<file path="src/rtl/pru_cmd_queue.sv">
// Command word FIFO feeding the PRU preprocessor in two-word pairs.
// Optional WAIT_DONE watchdog enabled by defining PRU_CMD_TIMEOUT_EN.
module pru_cmd_queue #(
    parameter int DEPTH          = 16,
    parameter int TIMEOUT_CYCLES = 1048576
) (
    input  logic                     clk,
    input  logic                     rst_n,
    input  logic                     host_wr,
    input  logic [31:0]              host_data,
    output logic                     host_full,
    output logic [$clog2(DEPTH):0]   host_count,
    input  logic                     flush,
    input  logic                     pru_busy,
    input  logic                     pru_done,
    output logic                     pp_write,
    output logic [31:0]              pp_data,
    output logic                     overflow,
    output logic                     timeout_err,
    input  logic                     clr_err
);

    localparam int AW = $clog2(DEPTH);

    typedef enum logic [2:0] {
        IDLE,
        ISSUE0,
        GAP,
        ISSUE1,
        WAIT_DONE
    } state_t;

    state_t      state;
    state_t      state_n;

    logic [31:0] mem [DEPTH];
    logic [AW:0] wptr;
    logic [AW:0] rptr;
    logic        full;
    logic        push;
    logic        pop;
    logic        ovf_set;
    logic        tmo_set;

    assign full       = (wptr[AW-1:0] == rptr[AW-1:0]) &&
                        (wptr[AW] != rptr[AW]);
    assign host_full  = full;
    assign host_count = wptr - rptr;

    // flush discards a same-cycle write without flagging overflow
    assign push    = host_wr && !full && !flush;
    assign ovf_set = host_wr && full && !flush;
    assign pop     = (state == ISSUE0) || (state == ISSUE1);

    always_ff @(posedge clk) begin
        if (push) begin
            mem[wptr[AW-1:0]] <= host_data;
        end
    end

    always_ff @(posedge clk or negedge rst_n) begin
        if (!rst_n) begin
            wptr <= '0;
            rptr <= '0;
        end else if (flush) begin
            wptr <= '0;
            rptr <= '0;
        end else begin
            if (push) begin
                wptr <= wptr + 1'b1;
            end
            if (pop) begin
                rptr <= rptr + 1'b1;
            end
        end
    end

    // strobe and data are registered one cycle behind the issue states
    always_ff @(posedge clk or negedge rst_n) begin
        if (!rst_n) begin
            pp_write <= 1'b0;
            pp_data  <= '0;
        end else begin
            pp_write <= pop;
            if (pop) begin
                pp_data <= mem[rptr[AW-1:0]];
            end
        end
    end

`ifdef PRU_CMD_TIMEOUT_EN
    logic [31:0] tcnt;
    logic        expired;

    assign expired = (tcnt == 32'(TIMEOUT_CYCLES - 1));

    always_ff @(posedge clk or negedge rst_n) begin
        if (!rst_n) begin
            tcnt <= '0;
        end else if (state == ISSUE1) begin
            tcnt <= '0;
        end else if (state == WAIT_DONE) begin
            tcnt <= tcnt + 1'b1;
        end
    end
`else
    logic expired;
    logic tmo_unused;

    assign expired    = 1'b0;
    assign tmo_unused = (TIMEOUT_CYCLES == 0);
`endif

    always_comb begin
        state_n = state;
        tmo_set = 1'b0;
        unique case (state)
            IDLE: begin
                if (host_count >= (AW+1)'(2) && !pru_busy) begin
                    state_n = ISSUE0;
                end
            end
            ISSUE0: state_n = GAP;
            GAP:    state_n = ISSUE1;
            ISSUE1: state_n = WAIT_DONE;
            WAIT_DONE: begin
                if (pru_done) begin
                    state_n = IDLE;
                end else if (expired) begin
                    state_n = IDLE;
                    tmo_set = 1'b1;
                end
            end
            default: state_n = IDLE;
        endcase
        if (flush) begin
            state_n = IDLE;
        end
    end

    always_ff @(posedge clk or negedge rst_n) begin
        if (!rst_n) begin
            state <= IDLE;
        end else begin
            state <= state_n;
        end
    end

    always_ff @(posedge clk or negedge rst_n) begin
        if (!rst_n) begin
            overflow <= 1'b0;
        end else if (clr_err) begin
            overflow <= 1'b0;
        end else if (ovf_set) begin
            overflow <= 1'b1;
        end
    end

`ifdef PRU_CMD_TIMEOUT_EN
    always_ff @(posedge clk or negedge rst_n) begin
        if (!rst_n) begin
            timeout_err <= 1'b0;
        end else if (clr_err) begin
            timeout_err <= 1'b0;
        end else if (tmo_set) begin
            timeout_err <= 1'b1;
        end
    end
`else
    assign timeout_err = 1'b0;
`endif

endmodule

</file>
<file path="config.mk">
export PLATFORM = sky130hd
export DESIGN_NAME = pru_cmd_queue
export DESIGN_NICKNAME = d
export VERILOG_FILES = /design/src/rtl/pru_cmd_queue.sv
export SDC_FILE = /design/constraint.sdc
export NUM_CORES = 1
export LEC_CHECK = 0
export BUFFER_PORTS_ARGS = -buffer_cell sky130_fd_sc_hd__clkbuf_2
export CELL_PAD_IN_SITES_DETAIL_PLACEMENT = 1
export CELL_PAD_IN_SITES_GLOBAL_PLACEMENT = 1
export CORE_ASPECT_RATIO = 0.9
export CORE_UTILIZATION = 45
export CTS_CLUSTER_DIAMETER = 30
export DETAILED_ROUTE_END_ITERATION = 8
export PLACE_DENSITY_LB_ADDON = 0.1
export SYNTH_ARGS = -nofsm -noshare
export SYNTH_HDL_FRONTEND = slang
export SYNTH_SLANG_ARGS = --single-unit
</file>
<file path="constraint.sdc">
create_clock -name clk -period 5.4 [get_ports clk]
set_input_delay 0.81 -clock clk [delete_from_list [all_inputs] [get_ports clk]]
set_output_delay 0.81 -clock clk [all_outputs]
set_load 0.01 [all_outputs]
</file>
==> metrics.md <==
| Metric | Value |
|---|---|
| GPL Wtd Cong | `a little over 0.7` |
| Total core area | `0.04711 mm^2` |
| FMAX | `0.2556 GHz` |
| Post-route ant nets | `0` |
| Hold crit path type | `input pin to flip-flop` |
| Fill cell count | `approximately 4.2k` |
| Largest family of logic cells by synthesized area | `multiplexers` |
| Residual DRC | `10` |
| Share of layout cells above drive strength 1 | `0.2457` |
| Status | `complete, but fails checks` |
| Final max-slew violation count | `0` |
| Leakage | `8.928 nW` |
| TNS Setup | `0 ns` |
| Tcrit/Tclk final | `0.7245` |
| Final HPWL DP | `28.45 mm` |
| Hold buffers post-CTS | `0` |
| Sink Count | `559` |
| Largest net degree at the start of global routing | `106` |
| Hold Vio Cnt, Final | `0` |
| Violated checks | `DRC` |
| Clk buf depth | `3` |
| Drt pass-1 iters | `6` |
| FF+latch area | `between 0.015 and 0.02 mm^2` |
| Util after Layout | `0.5714` |
| Top Ports | `80` |
| Main synth FF type | `edfxtp_1` |
| Initial antenna violation count | `1` |
| RSZ-0062 raised after global routing | `no` |
| Worst Skew | `0.01810 ns` |
| Die area | `~0.049 mm^2` |
| ANT cells | `0` |
| Grt total ovfl | `0` |
| Total routed wirelength | `54.43 mm` |
| First-pass GRT wire length | `81.19 mm` |
| CP Class | `flip-flop to flip-flop` |
| XOR/XNOR Fraction of Synth Area | `0.004841` |
| WL/cell | `26.31 um` |
| Insertion delay to the later sink of the worst-skew pair | `approximately 0.64 ns` |
| CP Capture Type | `flip-flop` |
| CTS tree | `done` |
| Register area share after synthesis | `0.7623` |
| Post_cts resized | `0` |
| Std cell rows | `75` |
| Vias in the first global route | `between 10k and 15k` |
| Max IR drop VDD | `0.0002950 V` |
| Synth-to-Final Area Change | `23.98%` |
| Max-slew headroom | `0.2402` |
| Cell Pwr Density | `just over 500 mW/mm^2` |
| Port bufs | `78` |
| Post-Synth Adder-Cell Area | `0.006109` |
| Reg clk slew, reported paths | `around 0.040 ns` |
| EDFF count, synth | `512` |
| Final Setup Violations | `0` |
| Total CTS buffers | `~120` |
| Synth Area in Compound Gates | `0.05411` |
| Drt initial violations | `670` |
| Initial core utilization | `0.4609` |
| Net Count, Synth | `1,243` |
| Max Cap Viol | `0` |
| Synth cell types | `44` |
| Mux cell area share after synthesis | `0.1136` |
| Overall global routing resource usage | `0.2284` |
| Die X | `233.5 um` |
| Root cell of the clock tree | `clkbuf_16` |
| Crit-path max FO | `24` |
| Post-DR vias/cell | `5.613` |
| Number of H-tree levels | `3` |
| Vias | `11.61k` |
| Post-Synth Simple-Gate Area | `0.03452` |
| Worst EP required | `5.73 ns` |
| Mapped Cells | `1,194` |
| Setup Buffers After CTS | `0` |
| Worst-Margin Slew | `1.138 ns` |
| Die Y-Extent | `210.4 um` |
| Post-route minimum period | `3.912 ns` |
| Async SR Flop Fraction | `0.08408` |
| Final net count | `1,401` |
| Worst path arrival time | `roughly 4.3 ns` |
| Multi-input logic area | `0.004771 mm^2` |
| #FFs+latches synth | `between 500 and 600` |
| Synthesis warning total | `0` |
| CP startpoint kind | `flip-flop` |
| Mapped cell area | `between 0.02 and 0.025 mm^2` |
| Syn_area_per_cell | `18.18 um^2` |
cells in the mapped netlist (10+ instances only):
cell | instances | area share
edfxtp_1 | 512 | 0.71
mux2i_1 | 146 | 0.067
nor2_1 | 83 | 0.014
o22ai_1 | 56 | 0.016
dfrtp_1 | 47 | 0.054
a21oi_1 | 43 | 0.0099
mux4_2 | 33 | 0.034
nor3_1 | 29 | 0.0067
clkbuf_1 | 26 | 0.0045
nor2b_1 | 25 | 0.0072
a211oi_1 | 24 | 0.0083
a2111oi_1 | 23 | 0.011
buf_4 | 16 | 0.0055
o21ai_0 | 15 | 0.0035
a31oi_1 | 11 | 0.0032
inv_1 | 10 | 0.0017
path summary, 6_finish.rpt:
check,start,to,slack (ns),cells after the start
max,rptr[3],mem[5][19],1.49,8
max reg2reg,rptr[3],mem[5][19],1.49,8
min in group asynchronous,rst_n,state[2],0.36,2
min reg2reg,pp_data[14],pp_data[14],0.53,2
max in group asynchronous,rst_n,rptr[0],4.43,2
min,clr_err,overflow,0.33,2
per-stage QoR:
step / instances / cell area [um^2] / worst slack (ns) / power, W / hold slack, ns
after CTS: 2069 / 26920 / 1.394 / 0.01368 / 0.2906
after floorplan: 1194 / 21710 / 0.5184 / 0.006018 / 0.4364
final: 2069 / 26920 / 1.488 / 0.01353 / 0.3252
after detailed placement: 1849 / 22860 / 1.418 / 0.006391 / 0.5189
after global placement: 1849 / 22860 / 1.499 / 0.006361 / 0.5073
after global routing: 2069 / 26920 / 1.250 / 0.01398 / 0.3284
critical path, stage by stage, from the launching register on:
cell,delay [ns]
dfrtp_2,0.40
inv_1,0.40
ha_1,0.37
and4_1,0.20
and2_1,0.18
nor3b_1,0.49
nand2_1,0.36
nor2_4,0.87
buf_4,0.33
placed cells by master, fill, tap and decap left out, drive strengths merged, types with 2 or more instances in the layout:
cell	n
nor2	83
edfxtp	512
clkinvlp	9
a211oi	24
xnor2	7
bufinv	18
nand2b	3
nor3	29
inv	12
nand4	3
xor2	5
nor2b	25
o21ai	15
ha	9
mux4	40
o22ai	56
nand2	8
a2111oi	25
nand3	5
dfrtp	47
or3	2
mux2	7
mux2i	146
clkbuf	225
a21oi	43
clkinv	44
a31oi	11
buf	30
a21o	2
final cells by class:
class,instances,share of cell area
sequential,559,0.6151
multi-input combinational,556,0.1772
clock buffer,148,0.1192
inverter,11,0.001534
timing repair buffer,107,0.02677
tap,616,0.02863
clock inverter,72,0.03147
sequential cells by signal, indices dropped and copies added, names as in the netlist:
name	count
pp_data	32
wptr	5
pp_write	1
overflow	1
mem	512
rptr	5
state	3
where the power goes:
| group | internal [W] | switching, W |
|---|---|---|
| Combinational | 0.000544 | 0.000734 |
| Sequential | 0.00490 | 0.000121 |
| Clock | 0.00500 | 0.00223 |
metal layers:
metal / vias to the layer above / wire length (um) / global-route usage
li1: 5145 / - / -
met1: 6125 / 24010 / 0.3038
met2: 252 / 27380 / 0.3784
met3: 89 / 2014 / 0.04694
met4: 2 / 1011 / 0.06874
met5: - / 11 / 0
cells by family (layout without fill, tap and decap cells):
family | Yosys count | count (layout)
mux | 193 | 193
fa+ha+maj | 10 | 10
compound gates | 178 | 178
xor+xnor | 12 | 12
simple gates | 162 | 162
flops | 559 | 559
buf+inv | 79 | 338
other cells | 1 | 1
Note: power is estimated with default switching activity, not from simulation.
